--- src/rtl/dcache_stbuf_if.sv ---
// Store buffer bus: D$ store enqueue, write-through drain, load forward.
// The slave modport is the buffer's view; master is the D$/memory side.
interface dcache_stbuf_if #(
  parameter int DW = 32
);
  localparam int NB = DW / 8;

  logic          enq_valid_i;
  logic [31:0]   enq_addr_i;
  logic [DW-1:0] enq_wdata_i;
  logic [NB-1:0] enq_wstrb_i;
  logic          enq_ready_o;

  logic          mem_valid_o;
  logic [31:0]   mem_addr_o;
  logic [DW-1:0] mem_wdata_o;
  logic [NB-1:0] mem_wstrb_o;
  logic          mem_ready_i;

  logic          fwd_req_i;
  logic [31:0]   fwd_addr_i;
  logic          fwd_hit_o;
  logic          fwd_partial_o;
  logic [DW-1:0] fwd_data_o;
  logic [NB-1:0] fwd_strb_o;

  modport slave (
    input  enq_valid_i, enq_addr_i, enq_wdata_i, enq_wstrb_i,
    output enq_ready_o,
    output mem_valid_o, mem_addr_o, mem_wdata_o, mem_wstrb_o,
    input  mem_ready_i,
    input  fwd_req_i, fwd_addr_i,
    output fwd_hit_o, fwd_partial_o, fwd_data_o, fwd_strb_o
  );

  modport master (
    output enq_valid_i, enq_addr_i, enq_wdata_i, enq_wstrb_i,
    input  enq_ready_o,
    input  mem_valid_o, mem_addr_o, mem_wdata_o, mem_wstrb_o,
    output mem_ready_i,
    output fwd_req_i, fwd_addr_i,
    input  fwd_hit_o, fwd_partial_o, fwd_data_o, fwd_strb_o
  );
endinterface

--- src/rtl/dcache_stbuf.sv ---
// Coalescing store buffer between D$ stores and write-through memory,
// with byte-accurate load forwarding and a flush/fence drain handshake.
module dcache_stbuf #(
  parameter int DEPTH    = 4,
  parameter int DW       = 32,
  parameter bit COALESCE = 1'b1
) (
  input  logic                       clk,
  input  logic                       rst_n,
  dcache_stbuf_if.slave              bus,
  input  logic                       flush_i,
  output logic                       flush_done_o,
  output logic [$clog2(DEPTH+1)-1:0] count_o
);
  localparam int NB = DW / 8;
  localparam int OW = $clog2(NB);
  localparam int PW = $clog2(DEPTH);
  localparam int CW = $clog2(DEPTH + 1);

  typedef enum logic {
    S_RUN,
    S_FLUSH
  } state_t;

  state_t r_state, w_state_nxt;

  logic [PW:0]      r_head, r_tail;
  logic [DEPTH-1:0] r_valid;
  logic [31:0]      r_addr [DEPTH];
  logic [DW-1:0]    r_data [DEPTH];
  logic [NB-1:0]    r_strb [DEPTH];
  logic [CW-1:0]    r_count;

  logic [PW-1:0] w_hidx, w_tidx, w_yidx, w_fidx;
  logic          w_full, w_empty;
  logic          w_coal, w_ready, w_fire;
  logic          w_push, w_cacc, w_pop;
  logic          w_done;
  logic [DW-1:0] w_mdata;
  logic [DW-1:0] w_fdata;
  logic [NB-1:0] w_fstrb;
  logic          w_unused;

  assign w_hidx  = r_head[PW-1:0];
  assign w_tidx  = r_tail[PW-1:0];
  assign w_yidx  = w_tidx - PW'(1);
  assign w_full  = (r_count == CW'(DEPTH));
  assign w_empty = (r_count == '0);

  // youngest entry is never the head when two or more are queued
  assign w_coal = COALESCE && bus.enq_valid_i
               && (r_count >= CW'(2)) && r_valid[w_yidx]
               && (r_addr[w_yidx][31:OW] == bus.enq_addr_i[31:OW]);

  assign w_ready = (r_state == S_RUN) && (!w_full || w_coal);
  assign w_fire  = bus.enq_valid_i && w_ready;
  assign w_push  = w_fire && !w_coal;
  assign w_cacc  = w_fire && w_coal;
  assign w_pop   = !w_empty && bus.mem_ready_i;

  assign bus.enq_ready_o = w_ready;
  assign bus.mem_valid_o = !w_empty;
  assign bus.mem_addr_o  = r_addr[w_hidx];
  assign bus.mem_wdata_o = r_data[w_hidx];
  assign bus.mem_wstrb_o = r_strb[w_hidx];
  assign count_o         = r_count;
  assign flush_done_o    = w_done;

  assign w_unused = ^bus.fwd_addr_i[OW-1:0];

  always_comb begin
    w_mdata = r_data[w_yidx];
    for (int b = 0; b < NB; b++) begin
      if (bus.enq_wstrb_i[b]) w_mdata[8*b +: 8] = bus.enq_wdata_i[8*b +: 8];
    end
  end

  // oldest to youngest, so later matches overwrite earlier bytes
  always_comb begin
    w_fdata = '0;
    w_fstrb = '0;
    w_fidx  = '0;
    for (int i = 0; i < DEPTH; i++) begin
      w_fidx = w_hidx + PW'(i);
      if (r_valid[w_fidx]
          && (r_addr[w_fidx][31:OW] == bus.fwd_addr_i[31:OW])) begin
        for (int b = 0; b < NB; b++) begin
          if (r_strb[w_fidx][b]) w_fdata[8*b +: 8] = r_data[w_fidx][8*b +: 8];
        end
        w_fstrb = w_fstrb | r_strb[w_fidx];
      end
    end
  end

  assign bus.fwd_hit_o     = bus.fwd_req_i && (&w_fstrb);
  assign bus.fwd_partial_o = bus.fwd_req_i && (|w_fstrb) && !(&w_fstrb);
  assign bus.fwd_data_o    = bus.fwd_req_i ? w_fdata : '0;
  assign bus.fwd_strb_o    = bus.fwd_req_i ? w_fstrb : '0;

  always_comb begin
    w_state_nxt = r_state;
    w_done      = 1'b0;
    unique case (r_state)
      S_RUN: begin
        if (flush_i) w_state_nxt = S_FLUSH;
      end
      S_FLUSH: begin
        if (w_empty) begin
          w_state_nxt = S_RUN;
          w_done      = 1'b1;
        end
      end
      default: w_state_nxt = S_RUN;
    endcase
  end

  always_ff @(posedge clk or negedge rst_n) begin
    if (!rst_n) begin
      r_state <= S_RUN;
      r_head  <= '0;
      r_tail  <= '0;
      r_valid <= '0;
      r_count <= '0;
      for (int i = 0; i < DEPTH; i++) begin
        r_addr[i] <= '0;
        r_data[i] <= '0;
        r_strb[i] <= '0;
      end
    end else begin
      r_state <= w_state_nxt;
      if (w_push) begin
        r_valid[w_tidx] <= 1'b1;
        r_addr[w_tidx]  <= bus.enq_addr_i;
        r_data[w_tidx]  <= bus.enq_wdata_i;
        r_strb[w_tidx]  <= bus.enq_wstrb_i;
        r_tail          <= r_tail + (PW+1)'(1);
      end
      if (w_cacc) begin
        r_data[w_yidx] <= w_mdata;
        r_strb[w_yidx] <= r_strb[w_yidx] | bus.enq_wstrb_i;
      end
      if (w_pop) begin
        r_valid[w_hidx] <= 1'b0;
        r_head          <= r_head + (PW+1)'(1);
      end
      if (w_push && !w_pop) r_count <= r_count + CW'(1);
      else if (!w_push && w_pop) r_count <= r_count - CW'(1);
    end
  end
endmodule
--- src/flat_wrapper.sv ---
// flat-port wrapper written by rule: the top's interface ports become plain ports
module dcache_stbuf_flat 
#(
  parameter int DEPTH    = 4,
  parameter int DW       = 32,
  parameter bit COALESCE = 1'b1
)
  (clk, rst_n, flush_i, flush_done_o, count_o, bus_enq_valid_i, bus_enq_addr_i, bus_enq_wdata_i, bus_enq_wstrb_i, bus_enq_ready_o, bus_mem_valid_o, bus_mem_addr_o, bus_mem_wdata_o, bus_mem_wstrb_o, bus_mem_ready_i, bus_fwd_req_i, bus_fwd_addr_i, bus_fwd_hit_o, bus_fwd_partial_o, bus_fwd_data_o, bus_fwd_strb_o);
  dcache_stbuf_if #(.DW(DW)) bus_i ();
  input  logic clk;
  input  logic rst_n;
  input  logic flush_i;
  output logic flush_done_o;
  output logic [$clog2(DEPTH+1)-1:0] count_o;
  input wire logic [$bits(bus_i.enq_valid_i)-1:0] bus_enq_valid_i;
  input wire logic [$bits(bus_i.enq_addr_i)-1:0] bus_enq_addr_i;
  input wire logic [$bits(bus_i.enq_wdata_i)-1:0] bus_enq_wdata_i;
  input wire logic [$bits(bus_i.enq_wstrb_i)-1:0] bus_enq_wstrb_i;
  output wire logic [$bits(bus_i.enq_ready_o)-1:0] bus_enq_ready_o;
  output wire logic [$bits(bus_i.mem_valid_o)-1:0] bus_mem_valid_o;
  output wire logic [$bits(bus_i.mem_addr_o)-1:0] bus_mem_addr_o;
  output wire logic [$bits(bus_i.mem_wdata_o)-1:0] bus_mem_wdata_o;
  output wire logic [$bits(bus_i.mem_wstrb_o)-1:0] bus_mem_wstrb_o;
  input wire logic [$bits(bus_i.mem_ready_i)-1:0] bus_mem_ready_i;
  input wire logic [$bits(bus_i.fwd_req_i)-1:0] bus_fwd_req_i;
  input wire logic [$bits(bus_i.fwd_addr_i)-1:0] bus_fwd_addr_i;
  output wire logic [$bits(bus_i.fwd_hit_o)-1:0] bus_fwd_hit_o;
  output wire logic [$bits(bus_i.fwd_partial_o)-1:0] bus_fwd_partial_o;
  output wire logic [$bits(bus_i.fwd_data_o)-1:0] bus_fwd_data_o;
  output wire logic [$bits(bus_i.fwd_strb_o)-1:0] bus_fwd_strb_o;
  assign bus_i.enq_valid_i = bus_enq_valid_i;
  assign bus_i.enq_addr_i = bus_enq_addr_i;
  assign bus_i.enq_wdata_i = bus_enq_wdata_i;
  assign bus_i.enq_wstrb_i = bus_enq_wstrb_i;
  assign bus_enq_ready_o = bus_i.enq_ready_o;
  assign bus_mem_valid_o = bus_i.mem_valid_o;
  assign bus_mem_addr_o = bus_i.mem_addr_o;
  assign bus_mem_wdata_o = bus_i.mem_wdata_o;
  assign bus_mem_wstrb_o = bus_i.mem_wstrb_o;
  assign bus_i.mem_ready_i = bus_mem_ready_i;
  assign bus_i.fwd_req_i = bus_fwd_req_i;
  assign bus_i.fwd_addr_i = bus_fwd_addr_i;
  assign bus_fwd_hit_o = bus_i.fwd_hit_o;
  assign bus_fwd_partial_o = bus_i.fwd_partial_o;
  assign bus_fwd_data_o = bus_i.fwd_data_o;
  assign bus_fwd_strb_o = bus_i.fwd_strb_o;
  dcache_stbuf #(.DEPTH(DEPTH), .DW(DW), .COALESCE(COALESCE)) u_core (.clk(clk), .rst_n(rst_n), .bus(bus_i), .flush_i(flush_i), .flush_done_o(flush_done_o), .count_o(count_o));
endmodule
--- config.mk ---
export PLATFORM = sky130hd
export DESIGN_NAME = dcache_stbuf_flat
export DESIGN_NICKNAME = d
export VERILOG_FILES = /design/src/rtl/dcache_stbuf_if.sv /design/src/rtl/dcache_stbuf.sv /design/src/flat_wrapper.sv
export SDC_FILE = /design/constraint.sdc
export NUM_CORES = 1
export LEC_CHECK = 0
export BUFFER_PORTS_ARGS = -buffer_cell sky130_fd_sc_hd__buf_2
export CAP_MARGIN = 20
export CORE_MARGIN = 10
export CORE_UTILIZATION = 60
export DETAILED_ROUTE_END_ITERATION = 6
export PLACE_DENSITY = 0.82
export SYNTH_ARGS = -nofsm -noshare
export SYNTH_HDL_FRONTEND = slang
export SYNTH_SLANG_ARGS = --single-unit
--- constraint.sdc ---
create_clock -name clk -period 8.5 [get_ports clk]
set_input_delay 1.275 -clock clk [delete_from_list [all_inputs] [get_ports clk]]
set_output_delay 1.275 -clock clk [all_outputs]
set_load 0.01 [all_outputs]
==> results.sh <==
export IMPL_status="completed"
export IMPL_grt_max_degree=158
export IMPL_p_sw_share_pct=44.9
export IMPL_num_vias=20100
export IMPL_yosysSeqAreaShare_pct=28.7
export IMPL_fin_crit_ns=7.73
export IMPL_routedWlPerCell_um=30.3
export IMPL_fin_util_pct=66.8
export IMPL_worstPathBufferInverterCount=4
export IMPL_timing_final_ws_setup_ns=0.773
export IMPL_finalCritPeriodShare_pct=90.9
export IMPL_synthDistinctLibCells=67
export IMPL_cpPeakStageDelay_ns=0.96
export IMPL_cts_root_buffer="clkbuf_16"
export IMPL_ys_flop_type="dfrtp_1"
export IMPL_area_delta_synth_final_pct=10.1
export IMPL_cp_arrival_ns=6.45
export IMPL_rsz0062_at_grt="false"
export IMPL_seq_power_share_pct=23.8
export IMPL_synth_edf_count=0
export IMPL_synth_top_area_share_pct=28.7
export IMPL_drt_iter0_markers=2614
export IMPL_yosysTopAreaCell="dfrtp_1"
export IMPL_cts_max_level=2
export IMPL_cts_buffer_depth=3
export IMPL_finalHoldViolCount=0
export IMPL_setup_worst_path_start_class="flop"
export IMPL_dp_slack_ns=1.49
export IMPL_fill_cells=2970
export IMPL_syn_area_mm2=0.0248
export IMPL_cp_max_fo=64
export IMPL_fin_nets=2240
export IMPL_place_gp_congestion=1.08
export IMPL_max_freq_mhz=129
export IMPL_ys_top_cells_by_area="dfrtp_1 29%, mux4_2 24%, mux2i_1 18%"
export IMPL_dpl_cell_area_mm2=0.0260
export IMPL_cts_tree="yes"
export IMPL_cp_top_family="simple AND/OR/NAND/NOR gates"
export IMPL_final_common_cell="mux2i_1"
export IMPL_final_area_mm2=0.0273
export IMPL_p_leak_nw=11.6
export IMPL_wl_um=81400
export IMPL_most_common_layout_cells="456 x mux2i_1, 281 x dfrtp_1, 265 x mux4_2, 214 x buf_2, 145 x mux2_2"
export IMPL_grt_pass1_vias=20100
export IMPL_yosysWarnings=0
export IMPL_ys_ff_latch=284
export IMPL_setup_viol=0
export IMPL_dieWidth_um=223
export IMPL_rows=74
export IMPL_clkPwrFrac_pct=12.5
export IMPL_syn_area_per_cell_um2=12.3
export IMPL_critPathCaptureType="output port"
export IMPL_core_area_mm2=0.0408
export IMPL_drt_pass1_iterations=5
export IMPL_cp_common_cell="buf_4"
export IMPL_cts_resized_gates=0
export IMPL_finClkSkew_ns=0.0297
export IMPL_synthArstFlopShare_pct=100
export IMPL_dieHeight_um=223
export IMPL_cts_inserted_buffers=36
export IMPL_die_area_mm2=0.0498
export IMPL_route_detailed_drc=0
export IMPL_grt_use_total_pct=32.0
export IMPL_required_ns=7.22
export IMPL_p_int_mw=7.09
export IMPL_p_comb_share_pct=63.7
export IMPL_crit_chain="inv_2 -> ha_4 -> buf_4 -> mux2i_1 -> o21ai_0 -> or4b_1 -> or4_4 -> nor4b_2 -> buf_4 -> nor4_1 -> or4_1 -> and3_1 -> buf_2"
export IMPL_synthCells=2021
export IMPL_worstSkewPairLatency_ns=0.58
export IMPL_io_buffer_count=215
export IMPL_slew_headroom_pct=25.3
export IMPL_cts_setup_buffers=0
export IMPL_place_hpwl_um=54200
export IMPL_maxSlewViolCount=0
export IMPL_cap_violations=0
export IMPL_ios=218
export IMPL_cts_sinks=284
export IMPL_cts_hold_buffers=0
export IMPL_via_per_inst=7.51
export IMPL_gr_total_overflow=0
export IMPL_crit_path_top_delay_cell="ha_4"
export IMPL_irDropWorstVdd_mv=0.329
export IMPL_p_per_area_mw_per_mm2=472
export IMPL_drive_gt1_share_pct=34.6
export IMPL_antenna_found_initial=10
export IMPL_fin_setup_tns_ns=0
export IMPL_start_util_pct=60.7
export IMPL_worstMarginPinSlew_ns=1.11
export IMPL_path_clk_slew_ns=0.06
export IMPL_grt_pass1_wl_um=125000
export IMPL_syn_num_nets=2140
export IMPL_power_switching_mw=5.78
export IMPL_ant_nets=0
export IMPL_critical_path_class="reg -> out"
export IMPL_hold_class="reg -> reg"
final timing paths:
path	startpoint	to	slack [ns]	cells after the start
setup / recovery	u_core.r_head[0]	bus_fwd_partial_o	0.77	13
hold / removal	u_core.r_addr[33]	u_core.r_addr[33]	0.51	1
setup reg to reg	u_core.r_tail[1]	u_core.r_addr[118]	2.84	12
hold reg to reg	u_core.r_addr[33]	u_core.r_addr[33]	0.51	1
max in group asynchronous	rst_n	u_core.r_tail[0]	6.13	2
min in group asynchronous	rst_n	u_core.r_addr[88]	0.85	1
through the flow:
stage                     std cells  power (mW)  hold slack (ns)
after floorplan                2021        8.84            0.475
after global placement         2612        10.7            0.484
after detailed placement       2613        11.0            0.499
after CTS                      2676        12.7            0.512
after global routing           2681        13.5            0.528
final                          2683        12.9            0.507
layer usage:
layer	share of wire [%]	track usage [%]
met1	37	41.7
met2	47	50.2
met3	11	6.81
met4	4.9	15.4
met5	0.070	0
state kept, by name, indices dropped and copies added (netlist names):
name,cells
u_core.r_addr,128
u_core.r_data,128
u_core.r_strb,16
u_core.r_valid,4
u_core.count_o,3
u_core.r_head,2
u_core.r_tail,2
u_core.r_state,1
power groups by stage:
stage	clock, mW	combinational, mW	sequential [mW]
after floorplan	0	6.20	2.64
after global routing	1.68	8.62	3.16
final	1.61	8.20	3.06
after global placement	0	7.83	2.89
after detailed placement	0	8.01	3.00
after CTS	1.63	8.06	2.99
kinds of logic after synthesis:
kind of cell / share of synthesized area [%]
buf+inv: 3.82
mux: 49.4
fa+ha+maj: 0.687
simple gates: 5.94
compound gates: 6.56
flops: 28.7
xor+xnor: 4.91
synth_stat cells (22+ instances only):
master and instances:
mux2i_1 456, dfrtp_1 284, mux4_2 265, mux2_2 145, xnor2_1 101, a21oi_1 88, clkbuf_1 75, nand2_1 65
buf_2 45, o21ai_0 45, nor2_1 44, buf_1 43, xor2_1 38, nand3b_1 34, a21o_1 32, nand4_1 22
area by class of cell:
cell class | count | area [um2] | share of cell area (%)
repair buffers | 247 | 1390 | 5.10
multi-input cells | 1531 | 16800 | 61.5
inverters | 21 | 78.8 | 0.289
clock inverters | 10 | 171 | 0.628
well taps | 532 | 666 | 2.44
diodes | 5 | 12.5 | 0.0458
flip-flops and latches | 284 | 7120 | 26.1
clock buffers | 53 | 1080 | 3.94
worst register-to-register path, delay by kind of cell, from the launching register on:
kind	cells	cell delay, ns
XOR/XNOR	1	0.22
adder cells (fa/ha/maj)	1	0.94
buffers and inverters	3	1.40
flip-flops	1	0.40
multiplexers	2	0.87
AND/OR/NAND/NOR	5	1.68
Power figures use the tool's default switching activity.
